### src/rtl/tinyalu_issue_ctrl_if.sv
// Issue-controller bus: instruction source side, ALU datapath side, result and error sideband.
// master = environment (source + ALU), slave = tinyalu_issue_ctrl.
interface tinyalu_issue_ctrl_if #(
  parameter int INSTR_W = 19,
  parameter int DATA_W  = 8,
  parameter int RES_W   = 16,
  parameter int DEPTH   = 4
);
  localparam int CNT_W = $clog2(DEPTH) + 1;

  logic               in_valid;
  logic               in_ready;
  logic [INSTR_W-1:0] in_instr;
  logic [DATA_W-1:0]  in_a;
  logic [DATA_W-1:0]  in_b;
  logic               start;
  logic [INSTR_W-1:0] instr;
  logic [DATA_W-1:0]  A;
  logic [DATA_W-1:0]  B;
  logic               done;
  logic [RES_W-1:0]   result;
  logic               res_valid;
  logic [RES_W-1:0]   res_data;
  logic [INSTR_W-1:0] res_instr;
  logic               err_timing;
  logic               err_timeout;
  logic               err_opcode;
  logic               err_clr;
  logic [CNT_W-1:0]   count;

  modport master (
    output in_valid, in_instr, in_a, in_b, done, result, err_clr,
    input  in_ready, start, instr, A, B, res_valid, res_data, res_instr,
           err_timing, err_timeout, err_opcode, count
  );

  modport slave (
    input  in_valid, in_instr, in_a, in_b, done, result, err_clr,
    output in_ready, start, instr, A, B, res_valid, res_data, res_instr,
           err_timing, err_timeout, err_opcode, count
  );
endinterface

### src/rtl/tinyalu_issue_ctrl.sv
// TinyALU issue controller: DEPTH-entry instruction FIFO, single-op issue FSM, done-latency/timeout checks.
// Define TINYALU_ISSUE_STRICT_LAT_EN to flag done arriving off its per-opcode latency (err_timing).
module tinyalu_issue_ctrl #(
  parameter int INSTR_W = 19,
  parameter int DATA_W  = 8,
  parameter int RES_W   = 16,
  parameter int DEPTH   = 4,
  parameter int LAT_ALU = 1,
  parameter int LAT_MUL = 3,
  parameter int LAT_SP0 = 4,
  parameter int LAT_MEM = 10,
  parameter int TIMEOUT = 32
) (
  input logic               clk,
  input logic               reset,
  tinyalu_issue_ctrl_if.slave bus
);
  localparam int AW      = $clog2(DEPTH);
  localparam int LAT_M0  = (LAT_ALU > LAT_MUL) ? LAT_ALU : LAT_MUL;
  localparam int LAT_M1  = (LAT_SP0 > LAT_MEM) ? LAT_SP0 : LAT_MEM;
  localparam int LAT_MAX = (LAT_M0 > LAT_M1) ? LAT_M0 : LAT_M1;
  // Wait counter must hold both the timeout and the largest programmed latency.
  localparam int CNT_W   = $clog2(((TIMEOUT > LAT_MAX) ? TIMEOUT : LAT_MAX) + 1);
  localparam logic [CNT_W-1:0] TO_C = CNT_W'(TIMEOUT);

  typedef struct packed {
    logic [INSTR_W-1:0] instr;
    logic [DATA_W-1:0]  a;
    logic [DATA_W-1:0]  b;
  } entry_t;

  typedef enum logic {IDLE, BUSY} state_e;

  entry_t             mem_q [DEPTH];
  logic [AW:0]        wptr_q, rptr_q;
  state_e             state_q;
  logic [CNT_W-1:0]   cnt_q;
  logic [CNT_W-1:0]   cnt_inc;
  logic               start_q, res_valid_q;
  logic [INSTR_W-1:0] instr_q, res_instr_q;
  logic [DATA_W-1:0]  a_q, b_q;
  logic [RES_W-1:0]   res_data_q;
  logic               err_timeout_q, err_opcode_q;
  entry_t             head;
  logic [3:0]         head_op;
  logic               empty, full, push, pop, reserved;

  assign head     = mem_q[rptr_q[AW-1:0]];
  assign head_op  = head.instr[INSTR_W-1 -: 4];
  assign empty    = (wptr_q == rptr_q);
  assign full     = (wptr_q[AW] != rptr_q[AW]) && (wptr_q[AW-1:0] == rptr_q[AW-1:0]);
  assign push     = bus.in_valid && !full;
  assign pop      = (state_q == IDLE) && !empty;
  assign reserved = (head_op >= 4'hE);
  assign cnt_inc  = cnt_q + 1'b1;

  assign bus.in_ready    = !full;
  assign bus.count       = wptr_q - rptr_q;
  assign bus.start       = start_q;
  assign bus.instr       = instr_q;
  assign bus.A           = a_q;
  assign bus.B           = b_q;
  assign bus.res_valid   = res_valid_q;
  assign bus.res_data    = res_data_q;
  assign bus.res_instr   = res_instr_q;
  assign bus.err_timeout = err_timeout_q;
  assign bus.err_opcode  = err_opcode_q;

`ifdef TINYALU_ISSUE_STRICT_LAT_EN
  logic [CNT_W-1:0] lat_q;
  logic             err_timing_q;
  assign bus.err_timing = err_timing_q;

  function automatic logic [CNT_W-1:0] lat_of(input logic [3:0] op);
    if (op <= 4'h7)      return CNT_W'(LAT_ALU);
    else if (op <= 4'hA) return CNT_W'(LAT_MUL);
    else if (op == 4'hB) return CNT_W'(LAT_SP0);
    else                 return CNT_W'(LAT_MEM);
  endfunction
`else
  assign bus.err_timing = 1'b0;
`endif

  always_ff @(posedge clk) begin
    if (push) mem_q[wptr_q[AW-1:0]] <= '{bus.in_instr, bus.in_a, bus.in_b};
  end

  always_ff @(posedge clk) begin
    if (reset) begin
      wptr_q        <= '0;
      rptr_q        <= '0;
      state_q       <= IDLE;
      cnt_q         <= '0;
      start_q       <= 1'b0;
      res_valid_q   <= 1'b0;
      instr_q       <= '0;
      a_q           <= '0;
      b_q           <= '0;
      res_data_q    <= '0;
      res_instr_q   <= '0;
      err_timeout_q <= 1'b0;
      err_opcode_q  <= 1'b0;
`ifdef TINYALU_ISSUE_STRICT_LAT_EN
      lat_q         <= '0;
      err_timing_q  <= 1'b0;
`endif
    end else begin
      start_q     <= 1'b0;
      res_valid_q <= 1'b0;
      if (push) wptr_q <= wptr_q + 1'b1;
      if (pop)  rptr_q <= rptr_q + 1'b1;
      // Clear first so an error raised later in this cycle overrides it.
      if (bus.err_clr) begin
        err_timeout_q <= 1'b0;
        err_opcode_q  <= 1'b0;
`ifdef TINYALU_ISSUE_STRICT_LAT_EN
        err_timing_q  <= 1'b0;
`endif
      end
      case (state_q)
        IDLE: begin
          if (pop) begin
            if (reserved) begin
              err_opcode_q <= 1'b1;
            end else begin
              instr_q <= head.instr;
              a_q     <= head.a;
              b_q     <= head.b;
              start_q <= 1'b1;
              cnt_q   <= '0;
`ifdef TINYALU_ISSUE_STRICT_LAT_EN
              lat_q   <= lat_of(head_op);
`endif
              state_q <= BUSY;
            end
          end
        end
        BUSY: begin
          if (bus.done) begin
            res_data_q  <= bus.result;
            res_instr_q <= instr_q;
            res_valid_q <= 1'b1;
`ifdef TINYALU_ISSUE_STRICT_LAT_EN
            if (cnt_inc != lat_q) err_timing_q <= 1'b1;
`endif
            state_q     <= IDLE;
          end else if (cnt_inc == TO_C) begin
            err_timeout_q <= 1'b1;
            state_q       <= IDLE;
          end else begin
            cnt_q <= cnt_inc;
          end
        end
        default: state_q <= IDLE;
      endcase
    end
  end
endmodule
### src/flat_wrapper.sv
// flat-port wrapper written by rule: the top's interface ports become plain ports
module tinyalu_issue_ctrl_flat 
#(
  parameter int INSTR_W = 19,
  parameter int DATA_W  = 8,
  parameter int RES_W   = 16,
  parameter int DEPTH   = 4,
  parameter int LAT_ALU = 1,
  parameter int LAT_MUL = 3,
  parameter int LAT_SP0 = 4,
  parameter int LAT_MEM = 10,
  parameter int TIMEOUT = 32
)
  (clk, reset, bus_in_valid, bus_in_instr, bus_in_a, bus_in_b, bus_done, bus_result, bus_err_clr, bus_in_ready, bus_start, bus_instr, bus_A, bus_B, bus_res_valid, bus_res_data, bus_res_instr, bus_err_timing, bus_err_timeout, bus_err_opcode, bus_count);
  tinyalu_issue_ctrl_if #(.INSTR_W(INSTR_W), .DATA_W(DATA_W), .RES_W(RES_W), .DEPTH(DEPTH)) bus_i ();
  input logic clk;
  input logic reset;
  input wire logic [$bits(bus_i.in_valid)-1:0] bus_in_valid;
  input wire logic [$bits(bus_i.in_instr)-1:0] bus_in_instr;
  input wire logic [$bits(bus_i.in_a)-1:0] bus_in_a;
  input wire logic [$bits(bus_i.in_b)-1:0] bus_in_b;
  input wire logic [$bits(bus_i.done)-1:0] bus_done;
  input wire logic [$bits(bus_i.result)-1:0] bus_result;
  input wire logic [$bits(bus_i.err_clr)-1:0] bus_err_clr;
  output wire logic [$bits(bus_i.in_ready)-1:0] bus_in_ready;
  output wire logic [$bits(bus_i.start)-1:0] bus_start;
  output wire logic [$bits(bus_i.instr)-1:0] bus_instr;
  output wire logic [$bits(bus_i.A)-1:0] bus_A;
  output wire logic [$bits(bus_i.B)-1:0] bus_B;
  output wire logic [$bits(bus_i.res_valid)-1:0] bus_res_valid;
  output wire logic [$bits(bus_i.res_data)-1:0] bus_res_data;
  output wire logic [$bits(bus_i.res_instr)-1:0] bus_res_instr;
  output wire logic [$bits(bus_i.err_timing)-1:0] bus_err_timing;
  output wire logic [$bits(bus_i.err_timeout)-1:0] bus_err_timeout;
  output wire logic [$bits(bus_i.err_opcode)-1:0] bus_err_opcode;
  output wire logic [$bits(bus_i.count)-1:0] bus_count;
  assign bus_i.in_valid = bus_in_valid;
  assign bus_i.in_instr = bus_in_instr;
  assign bus_i.in_a = bus_in_a;
  assign bus_i.in_b = bus_in_b;
  assign bus_i.done = bus_done;
  assign bus_i.result = bus_result;
  assign bus_i.err_clr = bus_err_clr;
  assign bus_in_ready = bus_i.in_ready;
  assign bus_start = bus_i.start;
  assign bus_instr = bus_i.instr;
  assign bus_A = bus_i.A;
  assign bus_B = bus_i.B;
  assign bus_res_valid = bus_i.res_valid;
  assign bus_res_data = bus_i.res_data;
  assign bus_res_instr = bus_i.res_instr;
  assign bus_err_timing = bus_i.err_timing;
  assign bus_err_timeout = bus_i.err_timeout;
  assign bus_err_opcode = bus_i.err_opcode;
  assign bus_count = bus_i.count;
  tinyalu_issue_ctrl #(.INSTR_W(INSTR_W), .DATA_W(DATA_W), .RES_W(RES_W), .DEPTH(DEPTH), .LAT_ALU(LAT_ALU), .LAT_MUL(LAT_MUL), .LAT_SP0(LAT_SP0), .LAT_MEM(LAT_MEM), .TIMEOUT(TIMEOUT)) u_core (.clk(clk), .reset(reset), .bus(bus_i));
endmodule
### config.mk
export PLATFORM = sky130hd
export DESIGN_NAME = tinyalu_issue_ctrl_flat
export DESIGN_NICKNAME = d
export VERILOG_FILES = /design/src/rtl/tinyalu_issue_ctrl_if.sv /design/src/rtl/tinyalu_issue_ctrl.sv /design/src/flat_wrapper.sv
export SDC_FILE = /design/constraint.sdc
export NUM_CORES = 1
export LEC_CHECK = 0
export ABC_AREA = 1
export CAP_MARGIN = 0
export CORE_MARGIN = 5
export CORE_UTILIZATION = 37
export CTS_CLUSTER_SIZE = 8
export DETAILED_ROUTE_END_ITERATION = 7
export PLACE_DENSITY_LB_ADDON = 0.15
export SYNTH_ARGS = -nofsm -noshare
export SYNTH_HDL_FRONTEND = slang
export SYNTH_SLANG_ARGS = --single-unit
### constraint.sdc
create_clock -name clk -period 3.8 [get_ports clk]
set_clock_uncertainty 0.2 [all_clocks]
set_input_delay 0.38 -clock clk [delete_from_list [all_inputs] [get_ports clk]]
set_output_delay 0.38 -clock clk [all_outputs]
set_load 0.03 [all_outputs]
==> results of run 1 <==
## logic make-up after synthesis
family,count (synthesis)
simple gates,282
flops,229
compound gates,195
buf+inv,84
fa+ha+maj,9
xor+xnor,1
other cells,1
## worst max-delay path: stages (launching register included)
cell	delay (ns)
dfxtp_1	0.36
inv_1	0.11
ha_1	0.20
fa_1	0.37
xnor2_1	0.17
clkdlybuf4s50_1	0.68
## metrics by stage
stage | instances | total power, mW
floorplan | 801 | 5.46
global placement | 1221 | 6.41
detailed placement | 1221 | 6.43
CTS | 1278 | 9.23
global route | 1278 | 9.69
finish | 1278 | 9.08
## power by group
part	total [mW]	internal [mW]	switching (mW)
sequential	3.25	3.04	0.214
clock	2.75	1.72	1.03
combinational	3.08	1.05	2.02
## final timing paths
kind                               from                    end  slack [ns]  cells past startpoint
setup / recovery       u_core.wptr_q[0]           bus_count[2]        0.83                      5
hold reg to reg   u_core.bus.err_opcode  u_core.bus.err_opcode        0.27                      2
hold / removal    u_core.bus.err_opcode  u_core.bus.err_opcode        0.27                      2
setup reg to reg                   flop   u_core.bus.instr[17]        1.06                     10
## per-layer routing
layer	vias to the layer above	track usage	part of all wire
li1	3032	-	-
met1	2811	0.213	0.48
met2	151	0.249	0.46
met3	37	0.0306	0.045
met4	0	0.0480	0.021
met5	-	0	0
## Yosys cell counts (15+ instances only)
master    instances
edfxtp_1        140
o21ai_0         117
o21ai_1          26
nand3_1          17
nor2_1          219
a21oi_1          15
inv_1            33
nand2_1          39
clkbuf_1         28
o22ai_1          32
dfxtp_1          89
## state kept, by name, summed over array words and instances, names as in the netlist, named ones only
signal / cells
u_core.mem_q: 140
u_core.bus.instr: 19
u_core.bus.res_instr: 19
u_core.bus.res_data: 16
u_core.bus.A: 8
u_core.bus.B: 8
u_core.cnt_q: 6
u_core.rptr_q: 3
u_core.wptr_q: 3
u_core.bus.err_opcode: 1
u_core.bus.err_timeout: 1
u_core.bus.res_valid: 1
u_core.bus.start: 1
u_core.state_q: 1
## area by class of cell
class	count	area, um^2
fill	2189	12000
clock buffer	55	961
sequential	229	5990
clock inverter	2	28.8
tap	319	399
multi-input combinational	488	2300
timing repair buffer	146	1430
inverter	39	146
==> key figures, run 1 <==
Run status
  • Outcome: finished clean

Clocking
  • CTS tree: yes
  • Setup bufs post-CTS: 0
  • TritonCTS Buffers: 34
  • Hold_buf cts: 0
  • CTS resizes: 0
  • Reg clk slew, reported paths: 0.05 ns
  • H-tree Lvls: 2
  • Bufs on Longest Clock Path: 3
  • CTS sink count: 229
  • Root Driver: clkbuf_16
  • Clk_lat worst skew: 0.50 ns

Layout
  • Commonest non-fill, non-tap cell in the layout: nor2_1
  • Design area: 0.0113 mm^2
  • Most frequent cells in the layout: nor2_1, edfxtp_1, clkdlybuf4s50_1, o21ai_0, dfxtp_1
  • Area Overhead vs Synth: 29.9%
  • Ant diodes: 0
  • NumNets Final: 1003
  • Final core occ: 0.484
  • Layout cells sized above 1: 0.0719

Synthesis
  • Avg Cell Area, Syn: 10.8 um^2
  • Unique masters post-synth: 27
  • Post-Syn Area: 0.00866 mm^2
  • YS warnings: 0
  • Register area share after synthesis: 0.691
  • Post-synth EDFFs: 140
  • Ys flop type: edfxtp_1
  • Syn nets: 866
  • Post-synthesis mux area share: 0
  • Post-Synth XOR/XNOR Area: 0.00101
  • Post-synthesis compound-gate area fraction: 0.119
  • Post-Synth Simple-Gate Area: 0.128
  • Asr flop ratio synth: 0
  • Biggest area consumer among synthesized cells: edfxtp_1
  • Post-Syn Instances: 801
  • Synth top area cells: edfxtp_1, dfxtp_1, nor2_1
  • Synth top area share: 0.485
  • Largest family of logic cells by synthesized area: simple AND/OR/NAND/NOR gates
  • Seq cells post-synth: 229
  • Adder-cell share of the synthesized area: 0.0139

Die
  • Die X: 163 um
  • Row count: 56
  • I/O pin count: 135
  • Die Height: 163 um
  • Core outline area: 0.0233 mm^2
  • Die ar.: 0.0266 mm^2
  • Initial Util: 0.372

Timing
  • Worst-Margin Slew: 0.677 ns
  • RSZ-0062 raised after global routing: no
  • Hold Vio Cnt, Final: 0
  • Worst hold margin: 0.266 ns
  • Period Utilization, post-route: 0.780
  • Slew Viols, Final: 0
  • Fmax: 337 MHz
  • Min Tclk post-route: 2.97 ns
  • Final setup viols: 0
  • Setup WS post-layout: 0.834 ns
  • Post-route setup TNS: 0 ns
  • Worst relative slew slack: 0.548

Power
  • Worst VDD drop: 0.427 mV
  • Power Density: 807 mW/mm^2
  • Leakage power: 4.06 nW

Global route
  • First-pass GRT wire length: 32.7 mm
  • Vias in the first global route: 6003
  • Largest net degree at the start of global routing: 49
  • Initial antenna violation count: 0
  • GRT Resource Usage Total: 0.155
  • Grt total ovfl: 0

Drt
  • Avg Vias per Cell: 4.72
  • Total wire length: 20.6 mm
  • ANT nets after route: 0
  • Drt pass-1 iters: 4
  • DR WL/cell: 16.1 um
  • DR iter-0 viols: 444
  • DRC viols: 0
  • Routed vias: 6031

Place
  • Pre-CTS setup slack: 1.04 ns
  • Placed Area: 0.0103 mm^2
  • HPWL after DPL: 12.4 mm
  • GPL Wtd Cong: 0.735
  • IO buf count: 133

Setup path
  • WS Path Type: flop to output pin
  • Crit end category: output pin
  • Worst Path Required: 3.22 ns
  • Crit path max fanout: 5
  • Data arrival, critical path: 2.39 ns
  • CP Launch Type: flop

Hold path
  • Hold crit path type: flop to flop

Run
  • Max Cap Violations: 0
No activity file was read; power rests on OpenSTA's default activity.
==> inputs of run 2 (changes only) <==
Clock period 3.8 ns to 2.7 ns, I/O delays scaled along.
==> key figures, run 2 (same netlist as run 1, synthesis figures left out) <==
Global route
  • Vias in the first global route: 5994
  • Initial antenna violation count: 0
  • GRT Resource Usage Total: 0.153
  • First-pass GRT wire length: 32.1 mm
  • Grt total ovfl: 0
  • Largest net degree at the start of global routing: 41

Clocking
  • CTS sink count: 229
  • Reg clk slew, reported paths: 0.05 ns
  • Root Driver: clkbuf_16
  • H-tree Lvls: 2
  • CTS tree: yes
  • Clk_lat worst skew: 0.50 ns
  • Bufs on Longest Clock Path: 3
  • TritonCTS Buffers: 34

Setup path
  • Worst Path Required: 2.23 ns
  • Crit end category: output pin
  • Data arrival, critical path: 2.13 ns
  • Crit-path max cell delay: 0.69 ns
  • CP Launch Type: flop
  • WS Path Type: flop to output pin
  • Crit-path cells: inv_1 > ha_1 > nand4_1 > clkdlybuf4s50_1
  • Slowest-stage cell, CP: clkdlybuf4s50_1
  • CP startpoint: u_core.wptr_q[0]
  • Crit path max fanout: 5
  • R2R Path Start: u_core.wptr_q[0]

Drt
  • DR WL/cell: 15.9 um
  • Routed vias: 6053
  • Drt pass-1 iters: 5
  • Total wire length: 20.4 mm
  • Avg Vias per Cell: 4.71
  • DRC viols: 0
  • ANT nets after route: 0
  • DR iter-0 viols: 356

Timing
  • Worst hold margin: 0.212 ns
  • Worst-Margin Slew: 0.660 ns
  • Worst relative slew slack: 0.559
  • Hold Vio Cnt, Final: 0
  • Final setup viols: 0
  • Min Tclk post-route: 2.60 ns
  • Slew Viols, Final: 0
  • Fmax: 385 MHz
  • RSZ-0062 raised after global routing: no
  • Period Utilization, post-route: 0.962

Run
  • Max Cap Violations: 0

Hold path
  • Min-delay src: bus_result[4]
  • Hold crit path type: input port to flop

Layout
  • Layout cells sized above 1: 0.0797
  • Final cell count without fillers: 1285
  • Ant diodes: 0
  • Fillers: 2177
  • Area Overhead vs Synth: 31.4%
  • NumNets Final: 1010
  • Max FFs per register: 140
  • Commonest non-fill, non-tap cell in the layout: nor2_1
  • Most frequent cells in the layout: nor2_1, edfxtp_1, clkdlybuf4s50_1, o21ai_0, dfxtp_1

Place
  • IO buf count: 133
  • GPL Wtd Cong: 0.751
  • DP Cell Count: 1228
  • HPWL after DPL: 13.0 mm

Die
  • Initial Util: 0.372
  • Core outline area: 0.0233 mm^2
  • Row count: 56
  • Die ar.: 0.0266 mm^2
  • Die Height: 163 um
  • I/O pin count: 135
  • Die X: 163 um

Power
  • Leakage power: 4.12 nW
  • Power Density: 1130 mW/mm^2
  • Worst VDD drop: 0.766 mV

Run status
  • Outcome: finished clean
-- run 2: critical path, delay by kind of cell (launching register included) --
kind,cells,cell delay [ns]
AND/OR/NAND/NOR,1,0.13
adder cells (fa/ha/maj),1,0.33
flip-flops,1,0.37
buffers and inverters,2,0.81
-- run 2: timing repair --
item / 4_1_cts / 5_1_grt
hold buffers: 0 / 0
setup endpoints to repair: 2 / 1
buffers inserted: 0 / 0
cloned: 0 / 0
resized for setup: 2 / 2
-- run 2: path summary, 6_finish.rpt --
kind | cells after the start | endpoint | slack, ns
hold reg to reg | 2 | u_core.bus.err_timeout | 0.26
hold / removal | 3 | u_core.bus.res_data[4] | 0.21
setup reg to reg | 6 | u_core.mem_q[3][7] | 0.35
setup / recovery | 4 | bus_in_ready | 0.10
-- run 2: where the power goes --
group | switching, mW | internal (mW) | leakage (nW)
Combinational | 2.88 | 1.62 | 1.63
Clock | 1.42 | 2.39 | 0.471
Sequential | 0.304 | 4.27 | 2.02
-- run 2: area by class of cell --
class                   count  area, um^2  area share
clock buffers              54         947      0.0832
clock inverters             3        37.5     0.00330
inverters                  39         146      0.0129
multi-input cells         488        2300       0.202
flip-flops and latches    229        5990       0.526
well taps                 319         399      0.0351
repair buffers            153        1560       0.137
-- run 2: metrics by stage --
step / power, mW / setup WS, ns / instance area [um^2] / util / TNS, ns
after CTS: 13.1 / 0.0717 / 11400 / 0.490 / 0
after global routing: 13.7 / 0.0192 / 11400 / 0.489 / 0
after floorplan: 7.68 / -0.208 / 8680 / - / -21.87
after global placement: 9.18 / 0.378 / 10400 / 0.447 / 0
final: 12.9 / 0.102 / 11400 / 0.489 / 0
after detailed placement: 9.24 / 0.336 / 10400 / 0.447 / 0
-- run 2: per-layer routing --
metal  share of wire  up-vias  global-route usage
li1                -     3038                   -
met1            0.45     2811               0.203
met2            0.47      174               0.250
met3           0.064       30              0.0372
met4           0.018        0              0.0457
met5               0        -                   0
